--- src/rtl/dct_axis_bridge_if.sv ---
// dct_axis_bridge_if: AXI-Stream bundle shared by the pixel input and the coded
// output of dct_axis_bridge. The slave side has no tkeep because the pixel input
// stream carries none; the master side drives tkeep as all ones.
interface dct_axis_bridge_if #(
    parameter int DATA_W = 16
) ();
    localparam int KEEP_W = DATA_W / 8;

    logic [DATA_W-1:0] tdata;
    logic [KEEP_W-1:0] tkeep;
    logic              tvalid;
    logic              tready;
    logic              tlast;

    modport master (
        output tdata,
        output tkeep,
        output tvalid,
        input  tready,
        output tlast
    );

    modport slave (
        input  tdata,
        input  tvalid,
        output tready,
        input  tlast
    );
endinterface

--- src/rtl/dct_axis_bridge.sv ---
// dct_axis_bridge: AXI-Stream wrapper around an external block DCT/quantise/RLE core.
// Input beats are forwarded to the core one cycle after acceptance. A new block is
// only admitted when the output FIFO has room for a whole block on top of every
// block still in flight, so the core never overruns the FIFO. Coded words from
// the core are buffered in a first-word-fall-through FIFO tagged with an eof bit,
// and a small tag FIFO carries the per-block frame flag that becomes m_axis tlast.
// Optional build macro DCT_AXIS_BRIDGE_STATS_EN adds blocks_out, frames_out and
// the sticky err_drop flag.
// FIFO_DEPTH and TAG_DEPTH are powers of two and at least 2.
module dct_axis_bridge #(
    parameter int LANES        = 2,
    parameter int IN_WIDTH     = 8,
    parameter int OUT_WIDTH    = 16,
    parameter int BLOCK_PIXELS = 64,
    parameter int FIFO_DEPTH   = 64,
    parameter int TAG_DEPTH    = 8
) (
    input  logic                         aclk,
    input  logic                         areset,
    dct_axis_bridge_if.slave             s_axis,
    dct_axis_bridge_if.master            m_axis,
    output logic                         core_rst,
    output logic [LANES*IN_WIDTH-1:0]    core_wdata,
    output logic                         core_wen,
    input  logic [LANES*OUT_WIDTH-1:0]   core_rdata,
    input  logic                         core_rsync
`ifdef DCT_AXIS_BRIDGE_STATS_EN
    ,
    output logic [31:0]                  blocks_out,
    output logic [31:0]                  frames_out,
    output logic                         err_drop
`endif
);

    localparam int IW    = LANES * IN_WIDTH;
    localparam int OW    = LANES * OUT_WIDTH;
    localparam int BEATS = BLOCK_PIXELS / LANES;
    localparam int PIX_W = (BLOCK_PIXELS > 1) ? $clog2(BLOCK_PIXELS) : 1;
    localparam int FA    = $clog2(FIFO_DEPTH);
    localparam int TA    = $clog2(TAG_DEPTH);
    localparam int INF_W = TA + 1;

    localparam logic [PIX_W-1:0] PIX_STEP  = PIX_W'(LANES);
    localparam logic [PIX_W-1:0] PIX_LAST  = PIX_W'(BLOCK_PIXELS - LANES);
    localparam logic [FA:0]      FIFO_FULL = (FA + 1)'(FIFO_DEPTH);
    localparam logic [FA:0]      PTR_ONE   = (FA + 1)'(1);
    localparam logic [TA:0]      TAG_FULL  = (TA + 1)'(TAG_DEPTH);
    localparam logic [TA:0]      TAG_ONE   = (TA + 1)'(1);
    localparam logic [INF_W-1:0] INF_ONE   = INF_W'(1);

    // Input side state
    logic [PIX_W-1:0] pixCnt_q, pixCnt_d;
    logic [INF_W-1:0] inflight_q, inflight_d;
    logic             fflag_q, fflag_d;
    logic             rdyEn_q;
    logic             coreWen_q;
    logic [IW-1:0]    coreWdata_q;

    // Output FIFO state
    logic [FA:0]      wrPtr_q, rdPtr_q;
    logic [OW:0]      fifoMem [FIFO_DEPTH];

    // Frame tag FIFO state
    logic [TA:0]          tagWr_q, tagRd_q;
    logic [TAG_DEPTH-1:0] tagMem_q;

    // Combinational helpers
    logic          acc, blockStart, lastBeat, rsvOk;
    logic          coreEof, coreEofWr;
    logic [FA:0]   fifoCount;
    logic          fifoEmpty, fifoFull, fifoPush, fifoPop, fifoDrop;
    logic [OW:0]   headWord;
    logic          headEof;
    logic [TA:0]   tagCount;
    logic          tagEmpty, tagFull, tagPush, tagPop, tagHead;

    assign acc        = s_axis.tvalid & s_axis.tready;
    assign blockStart = (pixCnt_q == '0);
    assign lastBeat   = acc & (pixCnt_q == PIX_LAST);

    assign fifoCount  = wrPtr_q - rdPtr_q;
    assign fifoEmpty  = (fifoCount == '0);
    assign fifoFull   = (fifoCount == FIFO_FULL);
    assign headWord   = fifoMem[rdPtr_q[FA-1:0]];
    assign headEof    = headWord[OW];
    assign fifoPop    = ~fifoEmpty & m_axis.tready;
    assign fifoPush   = core_rsync & (~fifoFull | fifoPop);
    assign fifoDrop   = core_rsync & fifoFull & ~fifoPop;
    assign coreEofWr  = core_rsync & coreEof;

    assign tagCount   = tagWr_q - tagRd_q;
    assign tagEmpty   = (tagCount == '0);
    assign tagFull    = (tagCount == TAG_FULL);
    assign tagHead    = ~tagEmpty & tagMem_q[tagRd_q[TA-1:0]];
    assign tagPop     = fifoPop & headEof & ~tagEmpty;
    assign tagPush    = lastBeat & (~tagFull | tagPop);

    assign core_rst      = areset;
    assign core_wen      = coreWen_q;
    assign core_wdata    = coreWdata_q;

    assign s_axis.tready = rdyEn_q & (blockStart ? (rsvOk & (int'(inflight_q) < TAG_DEPTH)) : 1'b1);

    assign m_axis.tvalid = ~fifoEmpty;
    assign m_axis.tdata  = fifoEmpty ? '0 : headWord[OW-1:0];
    assign m_axis.tlast  = ~fifoEmpty & headEof & tagHead;
    assign m_axis.tkeep  = '1;

    // A new block may start only if the FIFO can hold it on top of all reserved blocks.
    always_comb begin
        rsvOk = ((FIFO_DEPTH - int'(fifoCount)) - BEATS * int'(inflight_q)) >= BEATS;
    end

    // Any lane of a core word equal to all ones marks the end of a block.
    always_comb begin
        coreEof = 1'b0;
        for (int i = 0; i < LANES; i++) begin
            if (core_rdata[i*OUT_WIDTH +: OUT_WIDTH] == {OUT_WIDTH{1'b1}}) begin
                coreEof = 1'b1;
            end
        end
    end

    // Next-state for the pixel position, the blocks-in-flight count and the frame flag.
    always_comb begin
        pixCnt_d = pixCnt_q;
        if (acc) begin
            pixCnt_d = lastBeat ? '0 : pixCnt_q + PIX_STEP;
        end

        inflight_d = inflight_q;
        unique case ({acc & blockStart, coreEofWr})
            2'b10:   inflight_d = inflight_q + INF_ONE;
            2'b01:   inflight_d = inflight_q - INF_ONE;
            default: inflight_d = inflight_q;
        endcase

        fflag_d = fflag_q;
        if (lastBeat) begin
            fflag_d = 1'b0;
        end else if (acc & s_axis.tlast) begin
            fflag_d = 1'b1;
        end
    end

    // Input control registers; ready stays low for the first cycle after reset.
    always_ff @(posedge aclk) begin
        if (areset) begin
            pixCnt_q    <= '0;
            inflight_q  <= '0;
            fflag_q     <= 1'b0;
            rdyEn_q     <= 1'b0;
            coreWen_q   <= 1'b0;
            coreWdata_q <= '0;
        end else begin
            pixCnt_q   <= pixCnt_d;
            inflight_q <= inflight_d;
            fflag_q    <= fflag_d;
            rdyEn_q    <= 1'b1;
            coreWen_q  <= acc;
            if (acc) begin
                coreWdata_q <= s_axis.tdata;
            end
        end
    end

    // Output FIFO pointers; a push while full without a pop is dropped.
    always_ff @(posedge aclk) begin
        if (areset) begin
            wrPtr_q <= '0;
            rdPtr_q <= '0;
        end else begin
            if (fifoPush) begin
                wrPtr_q <= wrPtr_q + PTR_ONE;
            end
            if (fifoPop) begin
                rdPtr_q <= rdPtr_q + PTR_ONE;
            end
        end
    end

    // Output FIFO storage: coded word plus its eof mark.
    always_ff @(posedge aclk) begin
        if (!areset && fifoPush) begin
            fifoMem[wrPtr_q[FA-1:0]] <= {coreEof, core_rdata};
        end
    end

    // Frame tag FIFO: one entry per block, popped when that block's eof word leaves.
    always_ff @(posedge aclk) begin
        if (areset) begin
            tagWr_q  <= '0;
            tagRd_q  <= '0;
            tagMem_q <= '0;
        end else begin
            if (tagPush) begin
                tagMem_q[tagWr_q[TA-1:0]] <= fflag_q | s_axis.tlast;
                tagWr_q                   <= tagWr_q + TAG_ONE;
            end
            if (tagPop) begin
                tagRd_q <= tagRd_q + TAG_ONE;
            end
        end
    end

`ifdef DCT_AXIS_BRIDGE_STATS_EN
    logic [31:0] blocksOut_q;
    logic [31:0] framesOut_q;
    logic        errDrop_q;

    assign blocks_out = blocksOut_q;
    assign frames_out = framesOut_q;
    assign err_drop   = errDrop_q;

    // Statistics: blocks and frames leaving the bridge, and a sticky drop flag.
    always_ff @(posedge aclk) begin
        if (areset) begin
            blocksOut_q <= '0;
            framesOut_q <= '0;
            errDrop_q   <= 1'b0;
        end else begin
            if (fifoPop && headEof) begin
                blocksOut_q <= blocksOut_q + 32'd1;
            end
            if (fifoPop && m_axis.tlast) begin
                framesOut_q <= framesOut_q + 32'd1;
            end
            if (fifoDrop) begin
                errDrop_q <= 1'b1;
            end
        end
    end
`endif

endmodule

--- src/flat_wrapper.sv ---
// flat-port wrapper written by rule: the top's interface ports become plain ports
module dct_axis_bridge_flat 
#(
    parameter int LANES        = 2,
    parameter int IN_WIDTH     = 8,
    parameter int OUT_WIDTH    = 16,
    parameter int BLOCK_PIXELS = 64,
    parameter int FIFO_DEPTH   = 64,
    parameter int TAG_DEPTH    = 8
)
  (aclk, areset, core_rst, core_wdata, core_wen, core_rdata, core_rsync, s_axis_tdata, s_axis_tvalid, s_axis_tready, s_axis_tlast, m_axis_tdata, m_axis_tkeep, m_axis_tvalid, m_axis_tready, m_axis_tlast);
  dct_axis_bridge_if #(.DATA_W((LANES * IN_WIDTH))) s_axis_i ();
  dct_axis_bridge_if #(.DATA_W((LANES * OUT_WIDTH))) m_axis_i ();
  input  logic aclk;
  input  logic areset;
  output logic core_rst;
  output logic [LANES*IN_WIDTH-1:0] core_wdata;
  output logic core_wen;
  input  logic [LANES*OUT_WIDTH-1:0] core_rdata;
  input  logic core_rsync;
  input wire logic [$bits(s_axis_i.tdata)-1:0] s_axis_tdata;
  input wire logic [$bits(s_axis_i.tvalid)-1:0] s_axis_tvalid;
  output wire logic [$bits(s_axis_i.tready)-1:0] s_axis_tready;
  input wire logic [$bits(s_axis_i.tlast)-1:0] s_axis_tlast;
  output wire logic [$bits(m_axis_i.tdata)-1:0] m_axis_tdata;
  output wire logic [$bits(m_axis_i.tkeep)-1:0] m_axis_tkeep;
  output wire logic [$bits(m_axis_i.tvalid)-1:0] m_axis_tvalid;
  input wire logic [$bits(m_axis_i.tready)-1:0] m_axis_tready;
  output wire logic [$bits(m_axis_i.tlast)-1:0] m_axis_tlast;
  assign s_axis_i.tdata = s_axis_tdata;
  assign s_axis_i.tvalid = s_axis_tvalid;
  assign s_axis_tready = s_axis_i.tready;
  assign s_axis_i.tlast = s_axis_tlast;
  assign m_axis_tdata = m_axis_i.tdata;
  assign m_axis_tkeep = m_axis_i.tkeep;
  assign m_axis_tvalid = m_axis_i.tvalid;
  assign m_axis_i.tready = m_axis_tready;
  assign m_axis_tlast = m_axis_i.tlast;
  dct_axis_bridge #(.LANES(LANES), .IN_WIDTH(IN_WIDTH), .OUT_WIDTH(OUT_WIDTH), .BLOCK_PIXELS(BLOCK_PIXELS), .FIFO_DEPTH(FIFO_DEPTH), .TAG_DEPTH(TAG_DEPTH)) u_core (.aclk(aclk), .areset(areset), .s_axis(s_axis_i), .m_axis(m_axis_i), .core_rst(core_rst), .core_wdata(core_wdata), .core_wen(core_wen), .core_rdata(core_rdata), .core_rsync(core_rsync));
endmodule
--- config.mk ---
export PLATFORM = sky130hd
export DESIGN_NAME = dct_axis_bridge_flat
export DESIGN_NICKNAME = d
export VERILOG_FILES = /design/src/rtl/dct_axis_bridge_if.sv /design/src/rtl/dct_axis_bridge.sv /design/src/flat_wrapper.sv
export SDC_FILE = /design/constraint.sdc
export NUM_CORES = 2
export LEC_CHECK = 0
export BUFFER_PORTS_ARGS = -buffer_cell sky130_fd_sc_hd__buf_2
export CAP_MARGIN = 5
export CORE_ASPECT_RATIO = 0.7
export CORE_UTILIZATION = 59
export CTS_BUF_LIST = sky130_fd_sc_hd__clkbuf_4 sky130_fd_sc_hd__clkbuf_8
export CTS_CLUSTER_SIZE = 40
export DETAILED_ROUTE_END_ITERATION = 8
export GPL_TIMING_DRIVEN = 0
export MAX_ROUTING_LAYER = met4
export PLACE_DENSITY = 0.76
export SYNTH_ARGS = -nofsm -noshare
export SYNTH_HDL_FRONTEND = slang
export SYNTH_SLANG_ARGS = --single-unit
--- constraint.sdc ---
create_clock -name aclk -period 6.4 [get_ports aclk]
set_input_delay 0.32 -clock aclk [delete_from_list [all_inputs] [get_ports aclk]]
set_output_delay 0.32 -clock aclk [all_outputs]
set_load 0.05 [all_outputs]
### Word-level counts from Yosys, hierarchy flattened

Memory sizes are Yosys's and may differ from the RTL's. A register that Yosys moved wholly into a read port is not among the register bits.
Cells that the tools add are included.

* register bits: 59
* RAM bits: 2112
* input port bits: 54
* output and inout port bits: 57
* word-level logic and storage cells: 81
* memories: 1

Memories
* u_core.fifoMem: depth 64, width 33, read ports 1, clocked after memory_dff 1, wr ports 1, RTL line dct_axis_bridge.sv:61 `logic [OW:0] fifoMem [FIFO_DEPTH];`

* $add $sub $neg: 11
* $lt $le $gt $ge: 5
* eq/ne operators: 7
* muxes and demuxes: 16
* bitwise gates (word level): 22
* reductions and logical operators: 8

Operator list (number)
* $eq A16 B16 Y1 const B: 2
* $ge A32 B7 Y1 const B: 1
* $mux W32: 1
* $sub A32 B10 Y32: 1
* $mux W6: 3
* $and A1 B1 Y1: 15
* $add A7 B1 Y7 const B: 2
* $add A4 B1 Y4 const B: 3
* $bwmux W8: 1
* $lt A3 B4 Y1 const B: 2
* $mux W1: 8
* $pmux W4 S2: 1
* $sub A7 B7 Y8 const A: 1
* $eq A7 B7 Y1 const B: 1
* $logic_not A7 Y1: 1
* $sub A7 B7 Y7: 1
* $add A6 B2 Y6 const B: 1
* $eq A6 B6 Y1 const B: 1
* $logic_not A6 Y1: 1
* $eq A4 B4 Y1 const B: 1
* $logic_not A4 Y1: 1
* $lt A4 B4 Y1 const B: 1
* $not A1 Y1: 4
* $sub A4 B1 Y4 const B: 1
* 11 further kinds: 14

### Longest topological paths before layout

* depth after elaboration: 11
* mapped depth: 31
* mapped depth without buffers: 29

### Worst setup path after synthesis

Ideal clock, no wire load.

* path kind: register to register
* from: register u_core.wrPtr_q[0]
* to: register u_core.inflight_q[3]
* arrival time: 6225 ps
* path slack: 104 ps
* cell stages (with the launch flop): 29
* path buffers: 2
* period minus slack after synthesis: 6296 ps
* cell sequence: dfxtp_1 -> inv_1 -> ha_1 -> inv_1 -> fa_1 -> nand3b_1 -> or4b_1 -> buf_2 -> nor2_2 -> inv_1 -> and2_1 -> fa_1 -> maj3_1 -> o22ai_1 -> ha_1 -> nor4_1 -> nand3b_1 -> nor4_1 -> and2_1 -> o21ai_0 -> clkbuf_1 -> nand3_1 -> ha_1 -> ha_1 -> a21o_1 -> a21oi_1 -> xnor2_1 -> or3_1 -> a21oi_1

* word-level cells in the longest chain between the ends: 11

Ends and longest elaborated chain
* from (decl): RTL line dct_axis_bridge.sv:60 `logic [FA:0] wrPtr_q, rdPtr_q;`
* from (signal assigned): RTL line dct_axis_bridge.sv:174 `wrPtr_q <= wrPtr_q + PTR_ONE;`
* $sub A7 B7 Y7 (*): RTL line dct_axis_bridge.sv:81 `assign fifoCount = wrPtr_q - rdPtr_q;`
* $sub A7 B7 Y8 (*): RTL line dct_axis_bridge.sv:111 `rsvOk = ((FIFO_DEPTH - int'(fifoCount)) - BEATS * int'(inflight_q)) >= BEATS;`
* $sub A32 B10 Y32 (*): RTL line dct_axis_bridge.sv:111
* $ge A32 B7 Y1 (*): RTL line dct_axis_bridge.sv:111
* $and A1 B1 Y1 (*): RTL line dct_axis_bridge.sv:102 `assign s_axis.tready = rdyEn_q & (blockStart ? (rsvOk & (int'(inflight_q) < TAG_DEPTH)) : 1'b1);`
* $mux W1 (*): RTL line dct_axis_bridge.sv:102
* $and A1 B1 Y1 (*): RTL line dct_axis_bridge.sv:102
* $and A1 B1 Y1 (*): RTL line dct_axis_bridge.sv:77 `assign acc = s_axis.tvalid & s_axis.tready;`
* $and A1 B1 Y1 (*): RTL line dct_axis_bridge.sv:132 `unique case ({acc & blockStart, coreEofWr})`
* $eq A2 B1 Y1 or $eq A2 B2 Y1 (tied branches): RTL line dct_axis_bridge.sv:132
* $pmux W4 S2 or $reduce_bool A2 Y1 (tied branches)
* to (signal assigned): RTL line dct_axis_bridge.sv:157 `inflight_q <= inflight_d;`
* to (decl): RTL line dct_axis_bridge.sv:53 `logic [INF_W-1:0] inflight_q, inflight_d;`

Mark *: on every way between the ends. The rest lies on a longest branch, timed or not.
A chain may end at the register's enable or synchronous reset.

### Final worst setup path

* from: register u_core.rdPtr_q[3]
* to: register u_core.inflight_q[3]

* word-level cells in the longest chain between the ends: 11

Ends and longest elaborated chain
* from (decl): RTL line dct_axis_bridge.sv:60
* from (signal assigned): RTL line dct_axis_bridge.sv:177 `rdPtr_q <= rdPtr_q + PTR_ONE;`
* $sub A7 B7 Y7 (*): RTL line dct_axis_bridge.sv:81
* $sub A7 B7 Y8 (*): RTL line dct_axis_bridge.sv:111
* $sub A32 B10 Y32 (*): RTL line dct_axis_bridge.sv:111
* $ge A32 B7 Y1 (*): RTL line dct_axis_bridge.sv:111
* $and A1 B1 Y1 (*): RTL line dct_axis_bridge.sv:102
* $mux W1 (*): RTL line dct_axis_bridge.sv:102
* $and A1 B1 Y1 (*): RTL line dct_axis_bridge.sv:102
* $and A1 B1 Y1 (*): RTL line dct_axis_bridge.sv:77
* $and A1 B1 Y1 (*): RTL line dct_axis_bridge.sv:132
* $eq A2 B1 Y1 or $eq A2 B2 Y1 (tied branches): RTL line dct_axis_bridge.sv:132
* $pmux W4 S2 or $reduce_bool A2 Y1 (tied branches)

Marked as above.

==> out/results.tsv <==
metric	value	unit
wire_per_inst	34.7	um
clkLatencyLatePin	1.03	ns
final_hold_viol_count	0	
r2r-end	u_core.inflight_q[3]	
power_frac_clock	32.5	%
hold_path_class	primary input to flip-flop	
start_util	59.7	%
die_h	318	um
period_needed	6.30	ns
p_leak	29.3	nW
avgViaCountPerCell	6.82	
dp_hpwl	142000	um
drt_iter0_drc	7576	
placed_area	89000	um^2
fin_skew	0.0612	ns
final_cells	6275	
die-area	144000	um^2
critPathCaptureType	flip-flop	
p_int	24.0	mW
fin_ws	0.0989	ns
ir_drop	0.229	mV
overflow	0	
clockRootBuffer	clkbuf_8	
max-slew-margin-rel	7.52	%
critPathSlowestCell	or4b_4	
area_growth	13.7	%
cts_tree	done	
fmax	0.159	GHz
crit_required	7.34	ns
ys_types	60	
synth-seq-cells	2176	
switchingPower	9.15	mW
syn_area	84200	um^2
synth.area.top_cells	edfxtp_1 (75%), mux4_2 (18%), dfxtp_1 (1.5%)	
num_vias	42800	
grt.total_usage	31.4	%
path_clk_slew	0.08	ns
cp_top_family	simple AND/OR/NAND/NOR gates	
ant_nets	0	
finalMaxSlewViolations	0	
ff2ff_path_depth	27	
crit_buf_inv	3	
h-tree-depth	5	
gp_congestion	0.917	
grt_max_degree	66	
setup.worst_path.start_class	flip-flop	
pre_cts_ws	-1.07	ns
syn_inst	3618	
rows	115	
min_to	u_core.fflag_q	
grt_pass1_wl	305000	um
pwr-share-seq	47.4	%
grt_pass1_vias	41400	
swShare	27.6	%
ys.flop_type	edfxtp_1	
synth.top_cells.by_count	edfxtp_1 (2112), mux4_2 (668), clkbuf_1 (111)	
status	finished clean	
cts.sinks	2176	
crit_type	flip-flop to flip-flop	
r2r-start	u_core.rdPtr_q[3]	
drc	0	
dr.pass1.iters	7	
hold_start	s_axis_tlast	
antenna_found_initial	19	
tns	0	ns
holdPathStages	4	
async_flop_share	0	%
p_per_area	346	nW/um^2
clock_path_buffers	4	
place_inst	5665	
worstMarginPinSlew	1.39	ns
fin_area	95800	um^2
r2r_slack	0.1	ns
crit_path_frequent_cell	ha_1	
drive_gt1_share	34.5	%
yosysMostFrequentCell	edfxtp_1	
synth_top_area_cell	edfxtp_1	
maxCapViolCount	0	
port_buffers	105	
postRouteWirelength	218000	um
slowest_delay	0.55	ns
die_w	454	um
num-nets-final	4259	
core_area	141000	um^2
ys_seq_area_share	76.8	%
io_pins	111	
fin_crit_sh	98.5	%
arrival	7.24	ns
ys.warnings.count	0	
synth.top_cell.area_share	75.3	%
report.final.setup_viol	0	
crit_fanout	4	
syn_area_per_cell	23.3	um^2
cts_buffers	325	
p_comb_share	20.1	%
synth-edff-count	2112	
-- worst min-delay path: stages --
cell           delay, ns
dlygate4sd3_1       0.52
buf_2               0.11
a31oi_1             0.06
nor2_1              0.07
-- state kept, by name, summed over array words and instances, names as in the netlist, 4 cells and up, named ones only --
register           count
u_core.fifoMem      2112
u_core.tagMem_q        8
u_core.core_wdata     16
u_core.wrPtr_q         7
u_core.inflight_q      4
u_core.pixCnt_q        5
u_core.rdPtr_q         7
u_core.tagWr_q         4
u_core.tagRd_q         4
-- power groups by stage --
stage                     Clock, mW  Combinational, mW  Sequential (mW)
final                          10.8               6.68             15.7
after global routing           11.4               6.94             15.7
after CTS                      10.8               6.51             15.7
after detailed placement          0               6.41             16.0
after global placement            0               6.30             16.0
after floorplan                   0               4.16             16.1
-- timing repair --
action                                  CTS  global route
pin swaps                                 4            12
endpoints found under the setup margin   29             4
endpoints found under the hold margin    68           320
gates resized for setup                  16            19
buffers inserted                          3            12
hold buffers                             22            11
-- how the worst max path moves through the flow --
stage                           start              endpoint  slack (ns)  depth (start not counted)
floorplan           u_core.wrPtr_q[0]  u_core.inflight_q[3]        0.10                         28
global placement    u_core.wrPtr_q[0]  u_core.inflight_q[3]       -0.89                         29
detailed placement  u_core.wrPtr_q[0]  u_core.inflight_q[3]       -1.07                         29
CTS                 u_core.wrPtr_q[0]  u_core.inflight_q[3]       -0.04                         29
global route        u_core.rdPtr_q[3]  u_core.inflight_q[3]       -0.08                         27
finish              u_core.rdPtr_q[3]  u_core.inflight_q[3]         0.1                         27
-- logic make-up after synthesis --
kind of cell	after synthesis	share of synthesized area, %
and+or+nand+nor	306	1.78
AOI/OAI and AO/OA	149	1.18
xor gates and xnor gates	17	0.177
adders and majority gates	30	0.470
other	1	0.00445
muxes	707	18.3
buffers and inverters	232	1.22
DFF	2176	76.8
-- area by class of cell --
class                      instances  area [um^2]
antenna                           10         25.0
buffer                           195          891
clock buffer                     431         5350
clock inverter                   113          607
fill                            8319        45300
inverter                          35          136
multi-input combinational       1213        19100
sequential                      2176        64700
tap                             1872         2340
timing repair buffer             230         2630
-- placed cells by master (no fill, tap or decap), types with 23 or more instances in the layout --
master,count
clkbuf_1,107
nand3_1,40
edfxtp_1,2112
clkbuf_4,93
clkbuf_8,338
buf_2,161
a21oi_1,41
clkinv_1,79
nand2_1,52
clkinv_2,26
nor2_4,65
dfxtp_1,62
ha_1,23
buf_12,63
nor2_1,40
nor2b_1,41
inv_1,32
buf_4,35
mux4_2,668
mux2i_1,29
dlygate4sd3_1,33
-- through the flow --
| stage | hold slack [ns] | power, mW | utilization, % |
|---|---|---|---|
| 6_report | 0.0902 | 33.2 | 67.9 |
| 5_1_grt | 0.110 | 34.0 | 67.9 |
| 2_1_floorplan | 0.419 | 20.2 | - |
| 3_3_place_gp | 0.446 | 22.3 | 61.8 |
| 4_1_cts | 0.0235 | 33.0 | 67.6 |
| 3_5_place_dp | 0.442 | 22.4 | 63.1 |
-- per-layer routing --
| metal | vias to the layer above | part of all wire (%) | GRT usage [%] |
|---|---|---|---|
| li1 | 16600 | - | - |
| met1 | 22300 | 38 | 47.1 |
| met2 | 3404 | 43 | 41.6 |
| met3 | 491 | 15 | 8.58 |
| met4 | 0 | 4.1 | 11.9 |
| met5 | - | 0 | - |
(Power assumes the default switching activity.)
